$ cat src/rtl/ulpb_sleep_req_gen.sv
// rtl/ulpb_sleep_req_gen.sv - sleep request generator ahead of the layer sleep controller
//
// Purpose:
//   Turns a one-cycle sleep command from bus control into a safe SLEEP_REQ
//   level. The command first waits for bus and local transfers to drain
//   (bounded by a timeout), then waits a guard interval of continuous idle
//   cycles before raising the request. A wake-up event or a drain timeout
//   cancels the pending sleep and reports why.
//
// Parameters:
//   GUARD_CYCLES   - idle cycles required after drain before SLEEP_REQ rises
//   TIMEOUT_CYCLES - maximum cycles spent waiting for drain before abort
//   CNT_WIDTH      - width of the shared down-counter
//
// Ports:
//   CLKIN          in   block clock, rising edge
//   RESET          in   synchronous active-high reset
//   SLEEP_CMD      in   one-cycle sleep command pulse
//   WAKEUP_REQ     in   wake-up / interrupt pending, cancels sleep
//   BUS_BUSY       in   bus transaction in progress
//   TX_PEND        in   local transmit not yet complete
//   RX_PEND        in   local receive buffer not yet consumed
//   SLEEP_REQ      out  level to the sleep controller, high = enter sleep
//   SLEEP_PENDING  out  high while a sleep command is in progress
//   SLEEP_ABORT    out  one-cycle pulse when a pending sleep is cancelled
//   ABORT_CAUSE    out  valid with SLEEP_ABORT: 0 = wake-up, 1 = drain timeout

module ulpb_sleep_req_gen #(
  parameter int GUARD_CYCLES   = 16,
  parameter int TIMEOUT_CYCLES = 200,
  parameter int CNT_WIDTH      = 8
) (
  input  logic CLKIN,
  input  logic RESET,
  input  logic SLEEP_CMD,
  input  logic WAKEUP_REQ,
  input  logic BUS_BUSY,
  input  logic TX_PEND,
  input  logic RX_PEND,
  output logic SLEEP_REQ,
  output logic SLEEP_PENDING,
  output logic SLEEP_ABORT,
  output logic ABORT_CAUSE
);

  // The counter is loaded with N-1 so that the terminal decision is taken on
  // the edge where it already reads zero, giving exactly N cycles per phase.
  localparam logic [CNT_WIDTH-1:0] GUARD_LOAD   = CNT_WIDTH'(GUARD_CYCLES - 1);
  localparam logic [CNT_WIDTH-1:0] TIMEOUT_LOAD = CNT_WIDTH'(TIMEOUT_CYCLES - 1);
  localparam logic [CNT_WIDTH-1:0] CNT_ZERO     = '0;
  localparam logic [CNT_WIDTH-1:0] CNT_ONE      = CNT_WIDTH'(1);

  typedef enum logic [1:0] {
    ST_IDLE  = 2'd0,
    ST_DRAIN = 2'd1,
    ST_GUARD = 2'd2,
    ST_REQ   = 2'd3
  } state_t;

  state_t                 state;
  state_t                 state_nxt;
  logic [CNT_WIDTH-1:0]   cnt;
  logic [CNT_WIDTH-1:0]   cnt_nxt;
  logic [CNT_WIDTH-1:0]   cnt_dec;
  logic                   cnt_zero;
  logic                   abort_nxt;
  logic                   cause_nxt;
  logic                   busy;

  assign busy     = BUS_BUSY | TX_PEND | RX_PEND;
  assign cnt_zero = (cnt == CNT_ZERO);
  // Saturating decrement: the counter never wraps below zero.
  assign cnt_dec  = cnt_zero ? CNT_ZERO : (cnt - CNT_ONE);

  // Next-state and next-output logic. WAKEUP_REQ is tested first in every
  // active state so a wake-up always wins over drain/guard/timeout decisions.
  always_comb begin
    state_nxt = state;
    cnt_nxt   = cnt;
    abort_nxt = 1'b0;
    cause_nxt = ABORT_CAUSE;

    case (state)
      ST_IDLE: begin
        // A command arriving together with a wake-up is dropped silently.
        if (SLEEP_CMD && !WAKEUP_REQ) begin
          state_nxt = ST_DRAIN;
          cnt_nxt   = TIMEOUT_LOAD;
        end
      end

      ST_DRAIN: begin
        if (WAKEUP_REQ) begin
          state_nxt = ST_IDLE;
          cnt_nxt   = CNT_ZERO;
          abort_nxt = 1'b1;
          cause_nxt = 1'b0;
        end else if (!busy) begin
          // Drain completing on the timeout cycle still lets sleep proceed.
          state_nxt = ST_GUARD;
          cnt_nxt   = GUARD_LOAD;
        end else if (cnt_zero) begin
          state_nxt = ST_IDLE;
          abort_nxt = 1'b1;
          cause_nxt = 1'b1;
        end else begin
          cnt_nxt = cnt_dec;
        end
      end

      ST_GUARD: begin
        if (WAKEUP_REQ) begin
          state_nxt = ST_IDLE;
          cnt_nxt   = CNT_ZERO;
          abort_nxt = 1'b1;
          cause_nxt = 1'b0;
        end else if (busy) begin
          // New activity during the guard restarts the whole drain wait.
          state_nxt = ST_DRAIN;
          cnt_nxt   = TIMEOUT_LOAD;
        end else if (cnt_zero) begin
          state_nxt = ST_REQ;
        end else begin
          cnt_nxt = cnt_dec;
        end
      end

      ST_REQ: begin
        // The request is committed: activity is ignored, only a wake-up
        // withdraws it. Otherwise the domain reset clears it after power-off.
        if (WAKEUP_REQ) begin
          state_nxt = ST_IDLE;
          abort_nxt = 1'b1;
          cause_nxt = 1'b0;
        end
      end

      default: begin
        state_nxt = ST_IDLE;
        cnt_nxt   = CNT_ZERO;
      end
    endcase
  end

  // State register. Outputs are registered from the next state so that they
  // change on the same edge as the state they describe.
  always_ff @(posedge CLKIN) begin
    if (RESET) begin
      state         <= ST_IDLE;
      cnt           <= CNT_ZERO;
      SLEEP_REQ     <= 1'b0;
      SLEEP_PENDING <= 1'b0;
      SLEEP_ABORT   <= 1'b0;
      ABORT_CAUSE   <= 1'b0;
    end else begin
      state         <= state_nxt;
      cnt           <= cnt_nxt;
      SLEEP_REQ     <= (state_nxt == ST_REQ);
      SLEEP_PENDING <= (state_nxt != ST_IDLE);
      SLEEP_ABORT   <= abort_nxt;
      ABORT_CAUSE   <= cause_nxt;
    end
  end

endmodule
$ cat config.mk
export PLATFORM = sky130hd
export DESIGN_NAME = ulpb_sleep_req_gen
export DESIGN_NICKNAME = d
export VERILOG_FILES = /design/src/rtl/ulpb_sleep_req_gen.sv
export SDC_FILE = /design/constraint.sdc
export NUM_CORES = 1
export LEC_CHECK = 0
export CORE_MARGIN = 1.5
export CORE_UTILIZATION = 55
export CTS_CLUSTER_DIAMETER = 80
export DETAILED_ROUTE_END_ITERATION = 8
export PLACE_DENSITY = 0.87
export SETUP_SLACK_MARGIN = 0.1
export SYNTH_ARGS = -nofsm -noshare
export SYNTH_HDL_FRONTEND = slang
export SYNTH_SLANG_ARGS = --single-unit
$ cat constraint.sdc
create_clock -name CLKIN -period 3.2 [get_ports CLKIN]
set_input_delay 0.48 -clock CLKIN [delete_from_list [all_inputs] [get_ports CLKIN]]
set_output_delay 0.48 -clock CLKIN [all_outputs]
set_load 0.03 [all_outputs]
# After elaboration in Yosys (flattened, before gate mapping)
# Cells that the tools add are included.
[totals]
ramBits = 0
latchBits = 0
in_bits = 7
memories = 0
register_bits = 14
elab_cells = 53
out_inout_bits = 4
romBits = 0
[op_classes]
n_eq_ne = 8
add_sub_neg = 1
bitwise = 2
n_mul = 0
n_reduce_logical = 10
div_mod_pow = 0
shift = 0
n_mux = 26
n_lt_le_gt_ge = 0
[op_table]
columns = ["cell", "n"]
rows = [
  ["$mux W8", 6],
  ["$pmux W8 S3", 1],
  ["$mux W2", 8],
  ["$logic_not A8 Y1", 1],
  ["$mux W1", 8],
  ["$pmux W2 S4", 1],
  ["$sub A8 B1 Y8 const B", 1],
  ["$eq A2 B2 Y1 const B", 3],
  ["$ne A3 B3 Y1 const B", 2],
  ["$pmux W1 S2", 2],
  ["$reduce_and A4 Y1", 1],
  ["$reduce_bool A2 Y1", 2],
  ["$reduce_bool A3 Y1", 1],
  ["$eq A2 B1 Y1 const B", 1],
  ["$logic_not A2 Y1", 1],
  ["$ne A2 B1 Y1 const B", 1],
  ["$ne A2 B2 Y1 const B", 1],
  ["$or A1 B1 Y1", 2],
  ["$reduce_and A2 Y1", 1],
  ["$reduce_or A2 Y1", 1],
  ["$logic_and A1 B1 Y1", 1],
  ["$logic_not A1 Y1", 1],
]

# Depth between registers and ports, before layout
# Gate-level depths: netlist (run 1).
[logic_depth]
depth_word = 6
ltp_mapped = 7
mapped_depth_nobuf = 6

# Worst setup path before layout (run 1)
# Ideal clock, no wire load.
[synth_path]
path_type = "register to register"
start = "register cnt[0]"
end = "register cnt[0]"
n_path_buf = 0
slack_ns = 1.433
arrival_time_ns = 1.648
required_ns = 3.081
setup_ns = 0.119
period_less_slack_ns = 1.767
path_stages_with_launch = 7
cell_sequence = "dfxtp_1 -> inv_1 -> ha_1 -> nor3b_2 -> and2_2 -> or3_4 -> o221a_1"
[synth_via]
elab_chain_len = 5
word_cells_on_any_way = 8
cone_classes = "add/sub: 1; mux: 6; reduce/logical: 1"
[synth_lines]
columns = ["element", "line_no", "text"]
rows = [
  ["start, declared", "62", "logic [CNT_WIDTH-1:0] cnt;"],
  ["start signal, assigned", "157", "cnt <= cnt_nxt;"],
  ["$sub A8 B1 Y8 or $logic_not A8 Y1 (tied branches)", "73, 71", ""],
  ["$mux W8 (*)", "102, 121", ""],
  ["$mux W8, on equally long branches", "117, 98", ""],
  ["$mux W8, on equally long branches", "112, 93", ""],
  ["$pmux W8 S3 (*)", "83", "case (state)"],
]
# Every way passes the cells marked *; elsewhere a longest branch is shown, timed or not.
# A chain may end at the register's enable or synchronous reset.

# Worst setup path in the final report (run 1)
[layout_path]
start = "register state[1]"
end = "register cnt[4]"
[layout_via]
elab_chain_len = 3
word_cells_on_any_way = 7
cone_classes = "eq/ne: 3; mux: 1; reduce/logical: 3"
[layout_lines]
columns = ["element", "line_no", "text"]
rows = [
  ["start, declared", "60", "state_t state;"],
  ["start signal, assigned", "156", "state <= state_nxt;"],
  ["$eq A2 B2 Y1 (tied with other cells)", "83", ""],
  ["$reduce_bool A3 Y1 (no source line) or $ne A2 B2 Y1 (tied branches)", "n/a", ""],
  ["$reduce_and A2 Y1 (no source line)", "n/a", ""],
]
# Parallel ways exist; a longest one is shown, timed or not.

==> summary.txt, run 1 <==
GRT
  – Largest net degree at the start of global routing: 15
  – GRT Overall Usage: 0.248
  – Vias in the first global route: around 930
  – First-pass GRT wire length: ~3900 µm
  – Initial antenna violation count: 0
  – Overflow after GRT: 0

Routing
  – Initial drt markers: 46
  – Vias per inst: 6.74
  – Pre-antenna DRT Iters: 4
  – Vias: between 1000 and 1500
  – WL per Instance: around 15 µm
  – Drt drc: 0
  – DRT antenna net count: 0
  – Final WL: approximately 2400 µm

STA
  – Layout Skew: around 0.0010 ns
  – Final hold slack: 0.563 ns
  – Slew Limit Headroom: 0.540
  – Final setup vio count: 0
  – Fin. max-slew vios: 0
  – Tmin final: roughly 2.1 ns
  – Tcrit/Tclk final: 0.660
  – Setup repair after global routing missed its margin: false
  – Setup TNS after final layout: 0 ns
  – Final hold vios: 0
  – Fmax: 474 MHz
  – Slew at the pin closest to its max-slew limit: 0.685 ns
  – Final WS setup: roughly 1.1 ns

Placement
  – Area after DPL: around 1200 µm²
  – DP Worst Slack: between 0.8 and 0.9 ns
  – Gpl congestion: between 0.8 and 0.9
  – Detailed Place HPWL: approximately 1800 µm
  – I/O Buffers: 10
  – Total placed cells including tap cells: between 150 and 200

Yosys
  – Post-synth EDFFs: 0
  – Netlist Area Pre-Place: between 1000 and 1500 µm²
  – Synth Register Bits: 14
  – Synth unique cells: 53
  – YS warnings: 0
  – Avg Inst Size Synth: slightly below 9 µm²
  – Cells after Synth: ~120
  – Syn Nets: roughly 140
  – Synth area leader: dfxtp_1
  – Asr flop ratio synth: 0
  – Sequential area share after synthesis: 0.257
  – Top post-synthesis cells by area: dfxtp_1, ha_1, a21oi_1, nor2_1, clkbuf_8
  – Synth Flop Type: dfxtp_1
  – Top-area cell type share of the netlist area: 0.257

Power
  – Worst vdd ir: approximately 0.29 mV
  – Sw Pwr: roughly 230 µW
  – Pwr/cell area: ~500 nW/µm²
  – Comb pwr share: 0.458
  – Leakage Power: ~0.45 nW
  – Reg power frac: 0.375
  – Clock Power Share: 0.167
  – Sw frac: 0.394
  – Pint: approximately 360 µW
  – Total power: 586 µW

Worst hold path
  – Min-delay worst type: flip-flop to flip-flop
  – Hold path cells: 2

Floorplanning
  – Die W: 47.5 µm
  – Die footprint: 2250 µm²
  – Core Footprint: ~1800 µm²
  – Row count: 15
  – Die Y: around 47 µm
  – Io pins: 11
  – Starting density of the core: 0.611

Finish
  – Share of cells above drive strength 1: 0.124
  – Footprint of the multi-input gates: 722 µm²
  – Commonest non-fill, non-tap cell in the layout: dfxtp_1
  – Area growth from synthesis to layout: 8.62%
  – Finished Cell Area: roughly 1200 µm²
  – Fillers: about 160
  – Register Area: between 200 and 300 µm²
  – Fin nets: approximately 150
  – Commonest cells after routing, fill and taps aside: dfxtp_1, clkdlybuf4s50_1, nor2_1, a21oi_1
  – Final core occ: 0.663
  – Final std cells w/o fill: about 150
  – N_diodes: 0

Clock network
  – Maximum buffer depth of the clock tree: 2
  – CTS tree: done
  – Clock Sinks: 14
  – Clock slew seen by the registers of the worst setup and hold paths: 0.08 ns
  – Clock insertion delay at the later pin of the skew report: 0.28 ns
  – Clock root cell: clkbuf_4
  – Num CTS Buffers: 3
  – H-tree levels: 1
  – PostCTS Resize Cnt: 0
  – Cts hold-fix bufs: 0
  – Number of post-CTS setup repair buffers: 0

Setup path
  – CP Data Required Time: roughly 3.4 ns
  – Critical path type: flip-flop to flip-flop
  – Crit path DAT: 2.34 ns
  – Critical path launch point type: flip-flop
  – R2R cell count: 5
  – CP Capture Type: flip-flop
  – CP Max Fanout: 8

Run
  – Max Cap Viol: 0

Run status
  – Status: finished, final reports clean
[Yosys cell counts (2+ instances only)]
cell type,instances
dfxtp_1,14
a21oi_1,9
nor2_1,9
ha_1,7
inv_1,7
nor3_1,5
nand2_1,4
o22ai_1,4
a21o_2,3
a311oi_1,3
a31oi_1,3
nand2b_1,3
a211oi_1,2
a22o_1,2
buf_6,2
clkbuf_8,2
nand3_1,2
o211ai_1,2
o21bai_1,2
o221a_1,2
o31a_1,2
o31ai_1,2
[cell type report]
cell class              instances  area share
inverters                       7      0.0222
repair buffers                 10      0.0847
flip-flops and latches         14       0.237
clock buffers                   3      0.0190
well taps                      25      0.0265
multi-input cells              95       0.611
[per-layer routing]
layer	track usage	up-vias	wire length [µm]	share of wire
li1	-	496	-	-
met1	0.326	481	1010	0.43
met2	0.400	53	1140	0.48
met3	0.0604	8	174	0.073
met4	0.0778	0	46	0.019
met5	0	-	0	0
[path summary, 6_finish.rpt]
path | to | startpoint | slack, ns
setup / recovery | cnt[4]$_SDFFE_PP0P_ | state[1]$_SDFF_PP0_ | 1.09
hold / removal | cnt[7]$_SDFFE_PP0P_ | cnt[7]$_SDFFE_PP0P_ | 0.56
setup reg to reg | cnt[4]$_SDFFE_PP0P_ | state[1]$_SDFF_PP0_ | 1.09
hold reg to reg | cnt[7]$_SDFFE_PP0P_ | cnt[7]$_SDFFE_PP0P_ | 0.56
[power by group through the flow]
| stage | Combinational [mW] | Sequential (mW) | Clock [mW] |
|---|---|---|---|
| finish | 0.268 | 0.220 | 0.0977 |
| global route | 0.294 | 0.222 | 0.107 |
| CTS | 0.266 | 0.220 | 0.102 |
| detailed placement | 0.264 | 0.224 | 0 |
| global placement | 0.257 | 0.222 | 0 |
| floorplan | 0.215 | 0.223 | 0 |
[sequential cells by signal, summed over array words and instances (netlist names)]
| register | count |
|---|---|
| cnt | 8 |
| state | 2 |
| SLEEP_PENDING | 1 |
| SLEEP_ABORT | 1 |
| ABORT_CAUSE | 1 |
| SLEEP_REQ | 1 |
[critical path: stages (launching register included)]
cell and delay (ns):
dfxtp_1 0.47, ha_1 0.35, nor4b_1 0.55, o211ai_1 0.24, nor3_1 0.25, a32o_1 0.20
[logic make-up (layout without fill, tap and decap cells)]
kind of cell,count (synthesis),after routing,synth area share
buf+inv,13,20,0.0793
flops,14,14,0.257
xor+xnor,1,1,0.00805
simple gates,37,37,0.220
compound gates,50,50,0.355
fa+ha+maj,7,7,0.0805
Note: power is estimated with default switching activity, not from simulation.
==> inputs of run 2 (changes only) <==
- CORE_UTILIZATION: 55 -> 50
- PLACE_DENSITY: 0.87 -> 0.84
- clock period: 3.2 -> 1.84 ns (I/O delays scaled with it)
==> run 2 against run 1 <==
- maximum frequency is 22% higher
- largest cell class unchanged
- non-clock buffer count up 31
- total power is 120% higher
- critical path type unchanged
==> summary.txt, run 2 (same netlist as run 1, synthesis figures left out) <==
Finish
  – N_diodes: 0
  – Footprint of the multi-input gates: between 800 and 900 µm²
  – Share of cells above drive strength 1: 0.391
  – Area growth from synthesis to layout: 39.2%
  – Commonest non-fill, non-tap cell in the layout: buf_4
  – Largest registers: cnt x8, state x2
  – Register Area: between 200 and 300 µm²
  – Flip-flop count of the largest register after layout: 8
  – Commonest cells after routing, fill and taps aside: buf_4, dfxtp_1, clkdlybuf4s50_1, nor2_1, a21oi_1
  – Largest Register: cnt
  – Fillers: roughly 130
  – Fin nets: approximately 180
  – Final core occ: 0.757

STA
  – Final hold vios: 0
  – Setup repair after global routing missed its margin: true
  – Fin. max-slew vios: 0
  – Layout Skew: between 0.0006 and 0.0007 ns
  – Fmax: ~580 MHz
  – Tmin final: roughly 1.7 ns
  – Slew at the pin closest to its max-slew limit: about 0.39 ns
  – Final setup vio count: 0
  – Tcrit/Tclk final: 0.938
  – Final hold slack: around 0.6 ns
  – Slew Limit Headroom: 0.742

Clock network
  – Clock insertion delay at the later pin of the skew report: about 0.30 ns
  – Clock Sinks: 14
  – Maximum buffer depth of the clock tree: 2
  – Clock root cell: clkbuf_4
  – Num CTS Buffers: 3
  – CTS tree: done
  – H-tree levels: 1
  – Clock slew seen by the registers of the worst setup and hold paths: about 0.090 ns
  – Cts hold-fix bufs: 0

Setup path
  – Crit. path cell count: 7
  – R2R cell count: 7
  – Crit path DAT: 1.91 ns
  – Worst setup path startpoint: state[1]$_SDFF_PP0_
  – CP Data Required Time: 2.02 ns
  – Slowest-stage cell, CP: dfxtp_4
  – Reg2reg end: SLEEP_REQ$_SDFF_PP0_
  – Critical path type: flip-flop to flip-flop
  – Crit path capture: SLEEP_REQ$_SDFF_PP0_
  – Critical Path Max Stage Delay: between 0.3 and 0.4 ns
  – R2R setup slack: ~0.11 ns
  – Critical path launch point type: flip-flop
  – CP Max Fanout: 5
  – Crit path buf inv count: 2
  – Crit path cell chain: inv_1 -> ha_1 -> nor2_2 -> a22o_1 -> a221oi_4 -> buf_4 -> nor4_4
  – CP Capture Type: flip-flop
  – Worst R2R Start: state[1]$_SDFF_PP0_
  – CP top delay family: compound AO/OA/AOI/OAI gates

Run status
  – Status: finished, final reports clean

GRT
  – First-pass GRT wire length: 5090 µm
  – Overflow after GRT: 0
  – Vias in the first global route: 1118
  – Initial antenna violation count: 0
  – Largest net degree at the start of global routing: 9
  – GRT Overall Usage: 0.272

Placement
  – Detailed Place HPWL: around 2200 µm
  – I/O Buffers: 10
  – Gpl congestion: between 0.9 and 1

Power
  – Total power: 1.29 mW
  – Leakage Power: a little over 0.6 nW
  – Pwr/cell area: between 800 and 900 nW/µm²
  – Worst vdd ir: ~0.75 mV

Worst hold path
  – Min-delay worst type: flip-flop to flip-flop

Floorplanning
  – Die Y: just under 50 µm
  – Core Footprint: approximately 2000 µm²
  – Row count: 16
  – Io pins: 11
  – Starting density of the core: 0.544
  – Die footprint: about 2500 µm²
  – Die W: 49.7 µm

Routing
  – Pre-antenna DRT Iters: 4
  – Vias: about 1200
  – Final WL: 3120 µm
  – WL per Instance: around 17 µm
  – Initial drt markers: 54
  – Vias per inst: slightly above 6
  – Drt drc: 0
  – DRT antenna net count: 0

Run
  – Max Cap Viol: 0
[run 2: cell types whose count changed in the layout (fill, tap and decap cells not counted), moves of 2 or more]
cell     change
buf_4       +31
ha_1         -3
inv_1        -3
inv_2        +3
dfxtp_1      -2
ha_2         +2
nor3_1       -2
nor3_2       +2
[run 2: repair_timing]
action	CTS	global route
resized for setup	6	14
pin swaps	2	6
buffers inserted	0	3
endpoints found under the setup margin	7	10
[run 2: worst min path at each step]
| stage | startpoint | endpoint | slack, ns | depth (start not counted) |
|---|---|---|---|---|
| floorplan | RESET | cnt[2]$_SDFFE_PP0P_ | 0.49 | 2 |
| global placement | cnt[4]$_SDFFE_PP0P_ | cnt[4]$_SDFFE_PP0P_ | 0.54 | 1 |
| detailed placement | cnt[7]$_SDFFE_PP0P_ | cnt[7]$_SDFFE_PP0P_ | 0.56 | 2 |
| CTS | cnt[7]$_SDFFE_PP0P_ | cnt[7]$_SDFFE_PP0P_ | 0.59 | 2 |
| global route | cnt[4]$_SDFFE_PP0P_ | cnt[4]$_SDFFE_PP0P_ | 0.63 | 1 |
| finish | cnt[4]$_SDFFE_PP0P_ | cnt[4]$_SDFFE_PP0P_ | 0.60 | 1 |
[run 2: metal layers]
metal  GRT usage  part of all wire  vias up
met4       0.144             0.024        0
met3      0.0303             0.058        8
li1            -                 -      563
met5           0                 0        -
met2       0.460              0.48       55
met1       0.336              0.43      538
[run 2: layout make-up]
type | instances | area share
clock buffer | 4 | 0.0239
inverter | 7 | 0.0173
multi-input combinational | 95 | 0.528
sequential | 14 | 0.188
tap | 27 | 0.0223
timing repair buffer | 41 | 0.220
[run 2: worst reg2reg max path: stages, from the launching register on]
cell,delay [ns]
dfxtp_4,0.38
inv_1,0.12
ha_1,0.27
nor2_2,0.06
a22o_1,0.26
a221oi_4,0.30
buf_4,0.18
nor4_4,0.04
[run 2: power breakdown]
part           leakage [nW]  internal [mW]  switching, mW
Clock                0.0210          0.121          0.114
Combinational         0.480          0.337          0.346
Sequential            0.116          0.338         0.0328
Total                 0.617          0.796          0.493
[run 2: through the flow]
step | std cells | setup WS (ns) | TNS, ns | cell area (µm²)
2_1_floorplan | 122 | 0.0887 | 0 | 1090
3_5_place_dp | 181 | -0.157 | -0.724 | 1380
6_report | 188 | 0.114 | 0 | 1520
4_1_cts | 185 | 0.0883 | 0 | 1440
3_3_place_gp | 181 | -0.0891 | -0.394 | 1380
5_1_grt | 188 | 0.0650 | 0 | 1520
